--- src/rtl/mac_pe_db_pkg.sv ---
// Shared defaults for the weight-stationary MAC processing element.
package mac_pe_db_pkg;

  localparam int unsigned DATA_WIDTH_DEF = 8;
  localparam int unsigned ACC_WIDTH_DEF  = 32;
  localparam int unsigned PIPE_MULT_DEF  = 0;
  localparam int unsigned SATURATE_DEF   = 0;

endpackage : mac_pe_db_pkg

--- src/rtl/npu_sat_add.sv ---
// Signed accumulate add with one guard bit, overflow detect and optional clamp.
module npu_sat_add
  import mac_pe_db_pkg::*;
#(
  parameter int unsigned ACC_WIDTH = ACC_WIDTH_DEF,
  parameter int unsigned SATURATE  = SATURATE_DEF
) (
  input  logic [ACC_WIDTH-1:0] a_i,
  input  logic [ACC_WIDTH-1:0] b_i,
  output logic [ACC_WIDTH-1:0] sum_c_o,
  output logic                 ovf_c_o
);

  localparam logic [ACC_WIDTH-1:0] ACC_MAX = {1'b0, {(ACC_WIDTH-1){1'b1}}};
  localparam logic [ACC_WIDTH-1:0] ACC_MIN = {1'b1, {(ACC_WIDTH-1){1'b0}}};

  logic [ACC_WIDTH:0] sum_ext;

  // Overflow is possible only when both operands share a sign, so b_i's sign picks the clamp rail.
  always_comb begin
    sum_ext = {a_i[ACC_WIDTH-1], a_i} + {b_i[ACC_WIDTH-1], b_i};
    ovf_c_o = sum_ext[ACC_WIDTH] ^ sum_ext[ACC_WIDTH-1];
    sum_c_o = sum_ext[ACC_WIDTH-1:0];
    if ((SATURATE != 0) && ovf_c_o) begin
      sum_c_o = b_i[ACC_WIDTH-1] ? ACC_MIN : ACC_MAX;
    end
  end

endmodule : npu_sat_add

--- src/rtl/mac_pe_db.sv ---
// Weight-stationary systolic PE with double-buffered weights and optional multiplier pipeline.
module mac_pe_db
  import mac_pe_db_pkg::*;
#(
  parameter int unsigned DATA_WIDTH = DATA_WIDTH_DEF,
  parameter int unsigned ACC_WIDTH  = ACC_WIDTH_DEF,
  parameter int unsigned PIPE_MULT  = PIPE_MULT_DEF,
  parameter int unsigned SATURATE   = SATURATE_DEF
) (
  input  logic                  clk,
  input  logic                  rst_n,
  input  logic                  w_shift,
  input  logic [DATA_WIDTH-1:0] w_in,
  output logic [DATA_WIDTH-1:0] w_out,
  input  logic                  w_swap,
  input  logic [DATA_WIDTH-1:0] x_in,
  input  logic                  x_valid_in,
  output logic [DATA_WIDTH-1:0] x_out,
  output logic                  x_valid_out,
  input  logic [ACC_WIDTH-1:0]  y_in,
  input  logic                  ovf_in,
  output logic [ACC_WIDTH-1:0]  y_out,
  output logic                  ovf_out,
  output logic                  y_valid_out
);

  localparam int unsigned PROD_WIDTH = 2 * DATA_WIDTH;

  logic [DATA_WIDTH-1:0] shadow_q, active_q;
  logic [DATA_WIDTH-1:0] x_q;
  logic                  x_valid_q;
  logic [ACC_WIDTH-1:0]  y_q;
  logic                  ovf_q;
  logic                  y_valid_q;

  logic signed [PROD_WIDTH-1:0] prod_c;
  logic [ACC_WIDTH-1:0]         prod_ext_c;
  logic [ACC_WIDTH-1:0]         add_y_c, add_p_c, sum_c;
  logic                         add_ovf_in_c, add_v_c, ovf_c;

  // Shadow/active weight pair: a swap commits the pre-shift shadow even when shifting in the same cycle.
  always_ff @(posedge clk or negedge rst_n) begin
    if (!rst_n) begin
      shadow_q <= '0;
      active_q <= '0;
    end else begin
      if (w_shift) shadow_q <= w_in;
      if (w_swap)  active_q <= shadow_q;
    end
  end

  // Activation forwarding to the right neighbour, one cycle of latency regardless of pipelining.
  always_ff @(posedge clk or negedge rst_n) begin
    if (!rst_n) begin
      x_q       <= '0;
      x_valid_q <= 1'b0;
    end else begin
      x_q       <= x_in;
      x_valid_q <= x_valid_in;
    end
  end

  // Full-precision signed product; cannot overflow, then sign-extended to the accumulator width.
  always_comb begin
    prod_c     = $signed(x_in) * $signed(active_q);
    prod_ext_c = ACC_WIDTH'(prod_c);
  end

  if (PIPE_MULT != 0) begin : g_pipe
    logic [ACC_WIDTH-1:0] p1_q, y1_q;
    logic                 ovf1_q, v1_q;

    // Stage 1 captures product and aligned partial sum; payload only moves on valid.
    always_ff @(posedge clk or negedge rst_n) begin
      if (!rst_n) begin
        p1_q   <= '0;
        y1_q   <= '0;
        ovf1_q <= 1'b0;
        v1_q   <= 1'b0;
      end else begin
        v1_q <= x_valid_in;
        if (x_valid_in) begin
          p1_q   <= prod_ext_c;
          y1_q   <= y_in;
          ovf1_q <= ovf_in;
        end
      end
    end

    assign add_y_c      = y1_q;
    assign add_p_c      = p1_q;
    assign add_ovf_in_c = ovf1_q;
    assign add_v_c      = v1_q;
  end else begin : g_nopipe
    assign add_y_c      = y_in;
    assign add_p_c      = prod_ext_c;
    assign add_ovf_in_c = ovf_in;
    assign add_v_c      = x_valid_in;
  end

  npu_sat_add #(
    .ACC_WIDTH (ACC_WIDTH),
    .SATURATE  (SATURATE)
  ) u_add (
    .a_i     (add_y_c),
    .b_i     (add_p_c),
    .sum_c_o (sum_c),
    .ovf_c_o (ovf_c)
  );

  // Output stage: result and chained overflow hold while invalid, valid strobe tracks every cycle.
  always_ff @(posedge clk or negedge rst_n) begin
    if (!rst_n) begin
      y_q       <= '0;
      ovf_q     <= 1'b0;
      y_valid_q <= 1'b0;
    end else begin
      y_valid_q <= add_v_c;
      if (add_v_c) begin
        y_q   <= sum_c;
        ovf_q <= add_ovf_in_c | ovf_c;
      end
    end
  end

  assign w_out       = shadow_q;
  assign x_out       = x_q;
  assign x_valid_out = x_valid_q;
  assign y_out       = y_q;
  assign ovf_out     = ovf_q;
  assign y_valid_out = y_valid_q;

endmodule : mac_pe_db

--- config.mk ---
export PLATFORM = sky130hd
export DESIGN_NAME = mac_pe_db
export DESIGN_NICKNAME = d
export VERILOG_FILES = /design/src/rtl/mac_pe_db_pkg.sv /design/src/rtl/npu_sat_add.sv /design/src/rtl/mac_pe_db.sv
export SDC_FILE = /design/constraint.sdc
export NUM_CORES = 1
export LEC_CHECK = 0
export ABC_CLOCK_PERIOD_IN_PS = 6450
export CAP_MARGIN = 20
export CORE_MARGIN = 2
export CORE_UTILIZATION = 31
export CTS_CLUSTER_DIAMETER = 40
export CTS_CLUSTER_SIZE = 40
export DETAILED_ROUTE_END_ITERATION = 8
export GPL_TIMING_DRIVEN = 0
export PLACE_DENSITY = 0.53
export REMOVE_ABC_BUFFERS = 1
export SLEW_MARGIN = 20
export SYNTH_ARGS = -nofsm -noshare
export SYNTH_HDL_FRONTEND = slang
export SYNTH_HIERARCHICAL = 1
export SYNTH_SLANG_ARGS = --single-unit
--- constraint.sdc ---
create_clock -name clk -period 6.45 [get_ports clk]
set_input_delay 0.9675 -clock clk [delete_from_list [all_inputs] [get_ports clk]]
set_output_delay 0.9675 -clock clk [all_outputs]
set_load 0.005 [all_outputs]
; ---- After elaboration in Yosys (flattened, before gate mapping)
; Cells that the tools add are included.
[classes]
n_addsub = 1
bitwise_logic = 2
n_mul = 1
[ops]
columns = cell, count
row1 = $add 32x16->33, 1
row2 = $mul 8x8->16, 1
row3 = $or 1x1->1, 1
row4 = $xor 1x1->1, 1
[word_totals]
elab_cells = 10
out_inout_bits = 51
ff_bits = 58
input_bits = 54

; ---- Depth between registers and ports, before layout
[logic_depth]
word_depth = 4
depth_mapped = 29
ltp_nobuf = 28

; ---- Cells and area by module
; The synthesis kept the hierarchy.
[modules_own_cells]
columns = mod, seq_area_each_um2, instances, area_each_um2, cells_per_inst
row1 = mac_pe_db, 1451.4, 1, 4570.6, 405
row2 = npu_sat_add, 0.0, 1, 1724.2, 243

; ---- Worst setup path after synthesis
; No wires, ideal clock.
[synth_timing]
path_type = input-to-reg
start = input port x_in[0]
end = register y_q[30], in the netlist y_out[30]
setup_time_ps = 125
required_time_ps = 6325
n_path_buf = 1
stages = 25
setup_slack_ps = -1028
arrival_ps = 7354
cell_sequence = nand2b_1 -> fa_1 -> fa_1 -> inv_1 -> fa_1 -> inv_1 -> fa_1 -> inv_1 -> ha_1 -> a21o_1 -> a21oi_2 -> a211o_1 -> a21oi_1 -> xnor2_1 -> ha_1 -> buf_2 -> a211oi_1 -> o211ai_1 -> a221oi_1 -> nand3_1 -> a221o_1 -> a211oi_1 -> o21ai_0 -> xor2_1 -> mux2_2
[synth_between]
elab_chain_cells = 2
[synth_rtl]
columns = item, line_no
row1 = from (decl), mac_pe_db.sv:16  ; input logic [DATA_WIDTH-1:0] x_in,
row2 = $mul 8x8->16, mac_pe_db.sv:65  ; prod_c = $signed(x_in) * $signed(active_q);
row3 = named net prod_c[15], mac_pe_db.sv:36  ; logic signed [PROD_WIDTH-1:0] prod_c;
row4 = $add 32x16->33, npu_sat_add.sv:21  ; sum_ext = {a_i[ACC_WIDTH-1], a_i} + {b_i[ACC_WIDTH-1], b_i};
row5 = named net sum_c[30], mac_pe_db.sv:38  ; logic [ACC_WIDTH-1:0] add_y_c, add_p_c, sum_c;
row6 = to (signal assigned), mac_pe_db.sv:120  ; y_q <= sum_c;
row7 = to (decl), mac_pe_db.sv:32  ; logic [ACC_WIDTH-1:0] y_q;
; The timed path passes the listed nets, and every way through them passes these cells.
; A chain may end at the register's enable or synchronous reset.

; ---- Worst setup path in the final report
[layout_timing]
start = input port x_in[6]
end = register y_q[24], in the netlist y_out[24]
; Same word-level chain as after synthesis.

==> run_results.csv <==
group,metric,value,unit
outcome,status,"complete, but fails checks",
outcome,violations,"negative setup slack",
yosys,yosysTopAreaCellShare,0.231,
global_routing,grt_max_degree,52,
timing,relSlewSlack,0.585,
layout,nets,951,
yosys,ys.flop_type,"dfrtp_1",
routing,ant_nets,0,
critical_path,crit_type,"in -> reg",
worst_hold_path,hold_path.class,"in -> async",
timing,finalHoldViolCount,0,
critical_path,cp.arrival,6870,ps
floorplanning,die_w,147,um
clock_network,cts_hold_buf,0,
critical_path,max_stage_delay,520,ps
yosys,syn_inst,648,
global_routing,grt_pass1_wl,25000,um
yosys,async_flop_share,1.00,
yosys,yosys_warnings,6,
timing,period_minus_slack,6660,ps
yosys,yosysMostFrequentCell,"inv_1",
global_routing,antenna_found_initial,0,
layout,layout-drive-gt1-share,0.245,
routing,via_per_inst,4.68,
clock_network,clkSinkCount,58,
critical_path,cp-start-kind,"input port",
floorplanning,core_area,20100,um2
routing,drt_iter0_markers,129,
critical_path,critPathMostFrequentCell,"fa_1",
routing,detail_route.wl_per_cell,14.4,um
yosys,netlist_top_cells_area,"dfrtp_1, fa_1, ha_1, mux2_2, inv_1",
yosys,ys_types,50,
timing,fmax,0.150,GHz
clock_network,clk_pin_slew_worst_paths,50,ps
yosys,synth-seq-area-share,0.231,
routing,vias,4941,
clock_network,clock-root-buffer,"clkbuf_16",
routing,firstDrtPassIters,4,
critical_path,cp_max_fo,4,
floorplanning,die_height,147,um
floorplanning,start_util,0.313,
critical_path,cp.required,6670,ps
job,max-cap-violations,0,
floorplanning,ios,105,
yosys,synth_area_per_cell,9.71,um2
clock_network,cts_buffers,9,
clock_network,cts-htree-levels,3,
clock_network,cts_tree,"yes",
floorplanning,dieArea,21500,um2
timing,tightestPinTransition,620,ps
clock_network,insertion_delay,340,ps
layout,diodes,0,
layout,syn_to_final_growth,36.6,%
yosys,synth-seq-cells,58,
timing,rsz0062_at_grt,"true",
yosys,synth_edf_count,0,
timing,drv_slew,0,
timing,clock_skew,7.47,ps
critical_path,cp_slowest_cell,"fa_1",
global_routing,grt_overflow,0,
placed_design,portBuffers,104,
global_routing,groute.usage.overall,0.144,
yosys,yosysTopAreaCell,"dfrtp_1",
clock_network,cts.path.max_buffers,2,
timing,fin_crit_sh,1.03,
global_routing,grt_pass1_vias,5048,
routing,wl,15200,um
yosys,syn-cell-area,6290,um2
timing,setup_ws,-205,ps
placed_design,gp_congestion,0.823,
placed_design,detailed_place_hpwl,11800,um
timing,setup-violations-final,6,
routing,drc,0,
critical_path,r2r_cells,28,
yosys,synth_common_cells,"inv_1, ha_1, dfrtp_1",
timing,whs,454,ps
layout,nFillCells,1964,
critical_path,worst_setup_path_end_kind,"flip-flop",
floorplanning,fp-row-count,52,
==> repair_timing <==
action                     in CTS  in global routing
pin swaps                      45                 43
gates resized for setup       114                 42
setup buffers                  21                 11
setup endpoints to repair      22                 13
==> cells by family after synthesis <==
group	after synthesis	synth area share
compound gates	120	0.128
fa+ha+maj	117	0.299
simple gates	151	0.127
mux	49	0.0877
buf+inv	109	0.0666
flops	58	0.231
xor+xnor	44	0.0612
==> metrics by stage <==
stage                     setup TNS, ps  instance area (um2)  cells  setup WS, ps   util
after global routing              -2450                 8600   1055          -460  0.428
after CTS                         -1030                 8390   1045          -251  0.417
final                              -741                 8600   1055          -205  0.428
after floorplan                   -8810                 6220    631          -973      -
after detailed placement         -23900                 7660   1008         -1850  0.381
after global placement           -39990                 7600   1005         -2760  0.378
==> worst paths after layout <==
kind / startpoint / to / slack, ps
max: x_in[6] / y_out[24]$_DFFE_PN0P_ / -210
min: rst_n / y_out[17]$_DFFE_PN0P_ / 450
max reg2reg: active_q[0]$_DFFE_PN0P_ / y_out[24]$_DFFE_PN0P_ / -20
min reg2reg: y_out[5]$_DFFE_PN0P_ / y_out[5]$_DFFE_PN0P_ / 500
max in group asynchronous: rst_n / active_q[6]$_DFFE_PN0P_ / 5490
min in group clk: y_out[5]$_DFFE_PN0P_ / y_out[5]$_DFFE_PN0P_ / 500
==> registers in the layout, summed over array words and instances, names as in the netlist <==
signal and cells:
active_q 8, ovf_out 1, w_out 8, x_out 8, x_valid_out 1, y_out 32
==> layer usage <==
metal,up-vias,global-route usage,part of all wire,wire length [um]
li1,2431,-,-,-
met1,2387,0.183,0.45,6860
met2,106,0.247,0.49,7410
met3,17,0.0356,0.044,673
met4,0,0.0374,0.015,235
met5,-,0,0,0
==> worst max-delay path: cells and delay by family <==
family,cells,cell delay [ps]
AO/OA/AOI/OAI,9,1650
multiplexers,1,250
AND/OR/NAND/NOR,2,300
adder cells (fa/ha/maj),6,2480
buffers and inverters,9,890
XOR/XNOR,2,330
==> placed cells by master, fill, tap and decap left out, types with 6 or more instances in the layout <==
| master | instances |
|---|---|
| buf_6 | 8 |
| buf_4 | 29 |
| nor2_1 | 17 |
| nor3_1 | 8 |
| fa_1 | 55 |
| xor2_1 | 19 |
| mux2_2 | 43 |
| a21oi_1 | 27 |
| xnor2_1 | 24 |
| a21o_1 | 25 |
| ha_1 | 44 |
| a21oi_2 | 17 |
| clkbuf_16 | 9 |
| inv_2 | 14 |
| nand3_1 | 10 |
| nand2_1 | 32 |
| ha_4 | 12 |
| nor2b_1 | 10 |
| o21ai_0 | 13 |
| clkdlybuf4s50_1 | 94 |
| and2_1 | 40 |
| inv_1 | 78 |
| mux2_4 | 6 |
| dfrtp_1 | 58 |
==> final cells by class <==
cell class	instances	area, um2	share of cell area
multi-input cells	481	4800	0.558
flip-flops and latches	58	1450	0.169
repair buffers	138	1380	0.160
inverters	92	345	0.0402
well taps	270	338	0.0393
clock buffers	11	233	0.0271
clock inverters	5	55.1	0.00640
Power is left out: the tool's default activity adds up to more than one toggle a clock period on the data nets, which glitch-free logic cannot reach.
==> patch 1: new RTL, same flow settings <==
Set the package constant `ACC_WIDTH_DEF` to 16 (it was 32).
--- a/src/rtl/mac_pe_db_pkg.sv
+++ b/src/rtl/mac_pe_db_pkg.sv
@@ -3,5 +3,5 @@
 
   localparam int unsigned DATA_WIDTH_DEF = 8;
-  localparam int unsigned ACC_WIDTH_DEF  = 32;
+  localparam int unsigned ACC_WIDTH_DEF  = 16;
   localparam int unsigned PIPE_MULT_DEF  = 0;
   localparam int unsigned SATURATE_DEF   = 0;
Ports: changed (resized y_in and y_out); port bits go from 105 to 73. No check against the original RTL was run, so the function may have changed too.
==> patch 1 against the unedited design <==
- register-to-register slack improved by 0.77 ns
- clock skew fell by 0.0052 ns
- cell area fell by 32%
- critical path type unchanged
- non-clock buffer count fell by 65
- setup slack improved by 0.48 ns
- area after synthesis fell by 25%
- sequential cell count fell by 16
- wire length fell by 36%
- cell count fell by 31%
Power is not shown: default switching activity piles up to over one toggle a cycle in this logic, so the estimate is an artifact.
==> patch 1: results (changes against the unedited design) <==
Initial DRC Count 153 (+19%); per-cell routed wire length 13.2 um (-8.0%); status completed; CTS H-tree depth 2 (-1); Avg Synthesized Cell Area 10.1 um2 (+4.2%); placed cell areas 5690 um2 (-26%); nets 683 (-28%); utilization after layout 38.6% (-4.1 points); gpl congestion 0.825 (+0.21%); IO Port Bufs 72 (-31%); Clock Latency Late Sink 0.30 ns (-0.04 ns); via count of the first global-routing pass 3520 (-30%); WP data arrival 6.35 ns (-0.52 ns); Commonest cells post-synth 86 x inv_1, 56 x fa_1, 48 x and2_1; Seq/Total Area, Yosys 22.1% (-0.92 points); Setup crit start x_in[7]; layout cells sized above 1 8.44% (-16 points); DR WL met2 4710 um (-36%); PostCTS Resize Cnt 8 (-93%); GRT Util Overall 12.5% (-1.9 points); worst r2r src active_q[3]; metal3 WL 442 um (-34%); cell area after layout 5830 um2 (-32%); Post-CTS Setup Bufs 0 (-100%); Clock transition at path regs 0.07 ns (+0.02 ns); largest net degree at the start of global routing 32 (-38%); Fillers 1519 (-23%); Total Wirelength 9700 um (-36%); CP Max Fanout 9 (+5); Multi-input gate area 3360 um2 (-30%); first-pass GRT wire length 16500 um (-34%)
==> patch 1: changes by cell type in the layout (fill, tap and decap cells not counted), sizes merged, moves of 6 or more <==
cell           change
a21oi             -19
nand2             -14
nor3               -6
nor2               -6
mux2              -16
buf               -42
xor2               -6
xnor2              -9
dfrtp             -16
clkdlybuf4s50     -31
a21o              -21
ha                -16
==> patch 1: cells by family (layout without fill, tap and decap cells) <==
logic type	after synthesis	count (layout)	synth area share [%]
simple gates	110	110	13.1
fa+ha+maj	101	101	35.5
buf+inv	91	167	7.33
compound gates	63	63	8.75
flops	42	42	22.1
mux	33	33	7.83
xor+xnor	29	29	5.35
==> patch 1: path summary, 6_finish.rpt <==
kind                                  end  slack [ns]  cells after the start
min in group asynchronous        y_out[2]        0.56                      1
worst min-delay path             y_out[3]        0.48                      1
worst max register to register  y_out[15]        0.75                     22
worst max-delay path            y_out[15]        0.28                     23
max in group asynchronous        w_out[5]        5.42                      2
worst min register to register   y_out[3]        0.48                      1
==> patch 2: new RTL, config.mk and constraints unchanged <==
Without the edit above. Register the input `y_in` before use, with the module's reset. The logic sees it one clock later. The other inputs are not delayed to match.
--- a/src/rtl/mac_pe_db.sv
+++ b/src/rtl/mac_pe_db.sv
@@ -26,4 +26,14 @@
 
   localparam int unsigned PROD_WIDTH = 2 * DATA_WIDTH;
+
+  logic [ACC_WIDTH-1:0] y_r;
+
+  always_ff @(posedge clk or negedge rst_n) begin
+    if (!rst_n) begin
+      y_r <= '0;
+    end else begin
+      y_r <= y_in;
+    end
+  end
 
   logic [DATA_WIDTH-1:0] shadow_q, active_q;
@@ -82,5 +92,5 @@
         if (x_valid_in) begin
           p1_q   <= prod_ext_c;
-          y1_q   <= y_in;
+          y1_q   <= y_r;
           ovf1_q <= ovf_in;
         end
@@ -93,5 +103,5 @@
     assign add_v_c      = v1_q;
   end else begin : g_nopipe
-    assign add_y_c      = y_in;
+    assign add_y_c      = y_r;
     assign add_p_c      = prod_ext_c;
     assign add_ovf_in_c = ovf_in;
Behaviour: not the same (a bounded check fails within 4 cycles, from zero or initial values and one cycle with rst_n low).
==> patch 2 against the unedited design <==
- the run still ends with negative setup slack left
- register-to-register slack worse by 0.04 ns
- setup slack better by 0.0090 ns
- area after synthesis up 13%
- wire length up 5.5%
- sequential cell count up 32
- utilization down 0.96 points
- via count up 2.5%
- cell area up 9.8%
- sequential share of layout area up 7.0 points
- critical path type unchanged
- highest routed layer unchanged
Power is not shown: default switching activity piles up to over one toggle a cycle in this logic, so the estimate is an artifact.
==> patch 2: results (changes against the unedited design) <==
Commonest cells post-synth 92 x inv_1, 90 x dfrtp_1, 61 x ha_1; WP data arrival 6.88 ns (about the same); Post-Synthesis Cells 680 (+4.9%); GR Layer Usage met1 18.1% (-0.16 points); status finished, violations left; final setup TNS -0.676 ns (+0.0656 ns); reg-to-reg endpoint y_out[30]; synth top area cells dfrtp_1 32%, fa_1 16%, ha_1 11%, mux2_2 7.8%, inv_1 4.9%; worst setup margin -0.196 ns (+0.00900 ns); Compound-Gate Fraction of Synth Area 11.3% (-1.4 points); hpwl dp 12100 um (+3.2%); via count of the first global-routing pass 5356 (+6.1%); Seq/Total Area, Yosys 31.7% (+8.7 points); largest net degree at the start of global routing 72 (+38%); post-synth cell types 50 (unchanged); Fillers 2208 (+12%); Clock transition at path regs 0.07 ns (+0.02 ns); met3 Use GR 2.09% (-1.5 points); dpl cells 1055 (+4.7%); first-pass GRT wire length 26400 um (+5.9%); mux cell area share after synthesis 7.78% (-0.99 points); layout cells sized above 1 22.5% (-1.9 points); Vias 5065 (+2.5%); Initial DRC Count 180 (+40%); worst r2r src active_q[7]; flop2flop setup slack -0.06 ns (-0.04 ns); initial antenna violation count 1 (+1); GRT Util Overall 13.8% (-0.65 points); violated checks negative setup slack; per-cell routed wire length 14.5 um (+1.0%); Total Wirelength 16000 um (+5.5%); worst-margin pin slew 0.658 ns (+0.0377 ns); root buf cell clkbuf_16; gpl congestion 0.801 (-2.7%); Post-Synth Adder-Cell Area 26.6% (-3.4 points); nets 982 (+3.3%); post-synthesis xor/xnor area fraction 5.43% (-0.69 points); CP Max Fanout 8 (+4); Final Skew 0.0104 ns (+0.00297 ns); Final Setup Violations 6 (unchanged); grt met2 use 23.2% (-1.5 points); worst r2r path cells 23 (-18%)
-- patch 2: cell types whose count changed in the layout (fill, tap and decap cells not counted), moves of 4 or more --
cell and delta:
a21oi_1 +5, inv_2 -7, inv_1 +7, ha_4 +4, a21oi_2 -6, dfrtp_1 +32
-- patch 2: per-stage QoR --
| stage | setup WS (ns) | util [%] | hold WS (ns) | instance area (um2) |
|---|---|---|---|---|
| after floorplan | -0.973 | - | 0.505 | 7020 |
| after global placement | -2.74 | 37.3 | 0.491 | 8420 |
| after detailed placement | -1.96 | 37.6 | 0.498 | 8480 |
| after CTS | -0.204 | 40.7 | 0.434 | 9190 |
| after global routing | -0.437 | 41.8 | 0.439 | 9440 |
| final | -0.196 | 41.8 | 0.441 | 9440 |
-- patch 2: critical path, cell delays in order --
cell      delay (ns)
buf_12          0.11
and2_4          0.13
fa_1            0.53
inv_1           0.05
fa_1            0.49
inv_2           0.04
fa_1            0.52
inv_1           0.05
fa_1            0.48
inv_2           0.04
ha_4            0.26
nand4b_1        0.16
a211o_1         0.37
a21oi_2         0.20
xnor2_2         0.16
buf_6           0.21
ha_4            0.24
a21oi_2         0.17
o211ai_1        0.11
a221oi_2        0.28
nand3_2         0.15
a221o_1         0.39
a211oi_2        0.25
o21ai_1         0.10
xor2_1          0.15
mux2_4          0.26
-- patch 2: layout make-up --
class / instances / area [um2] / share of cell area, %
diodes: 1 / 2.50 / 0.0265
clock buffers: 9 / 225 / 2.39
clock inverters: 7 / 77.6 / 0.822
inverters: 92 / 345 / 3.66
multi-input cells: 481 / 4840 / 51.2
flip-flops and latches: 90 / 2250 / 23.9
well taps: 285 / 357 / 3.78
repair buffers: 137 / 1340 / 14.2
-- patch 2: how the worst max path moves through the flow --
stage               slack [ns]  cells past startpoint   endpoint     from
floorplan                -0.97                     24  y_out[30]  x_in[0]
global placement         -2.74                     26  y_out[30]  x_in[3]
detailed placement       -1.96                     27  y_out[30]  x_in[4]
CTS                      -0.20                     27  y_out[30]  x_in[3]
global route             -0.44                     28    ovf_out  x_in[3]
finish                   -0.20                     26  y_out[30]  x_in[3]
-- patch 2: kinds of logic after synthesis --
| kind of cell | after synthesis |
|---|---|
| XOR/XNOR | 44 |
| adder cells (fa/ha/maj) | 117 |
| multiplexers | 49 |
| AO/OA/AOI/OAI | 120 |
| flip-flops | 90 |
| buffers and inverters | 109 |
| AND/OR/NAND/NOR | 151 |
-- patch 2: layer usage --
layer / part of all wire (%) / vias to the layer above
li1: - / 2541
met1: 47 / 2425
met2: 48 / 78
met3: 2.7 / 21
met4: 1.9 / 0
met5: 0 / -
-- patch 2: timing repair --
| item | in CTS | in global routing |
|---|---|---|
| endpoints found under the setup margin | 22 | 12 |
| gates resized for setup | 109 | 36 |
| buffers inserted | 21 | 12 |
| pin swaps | 38 | 27 |
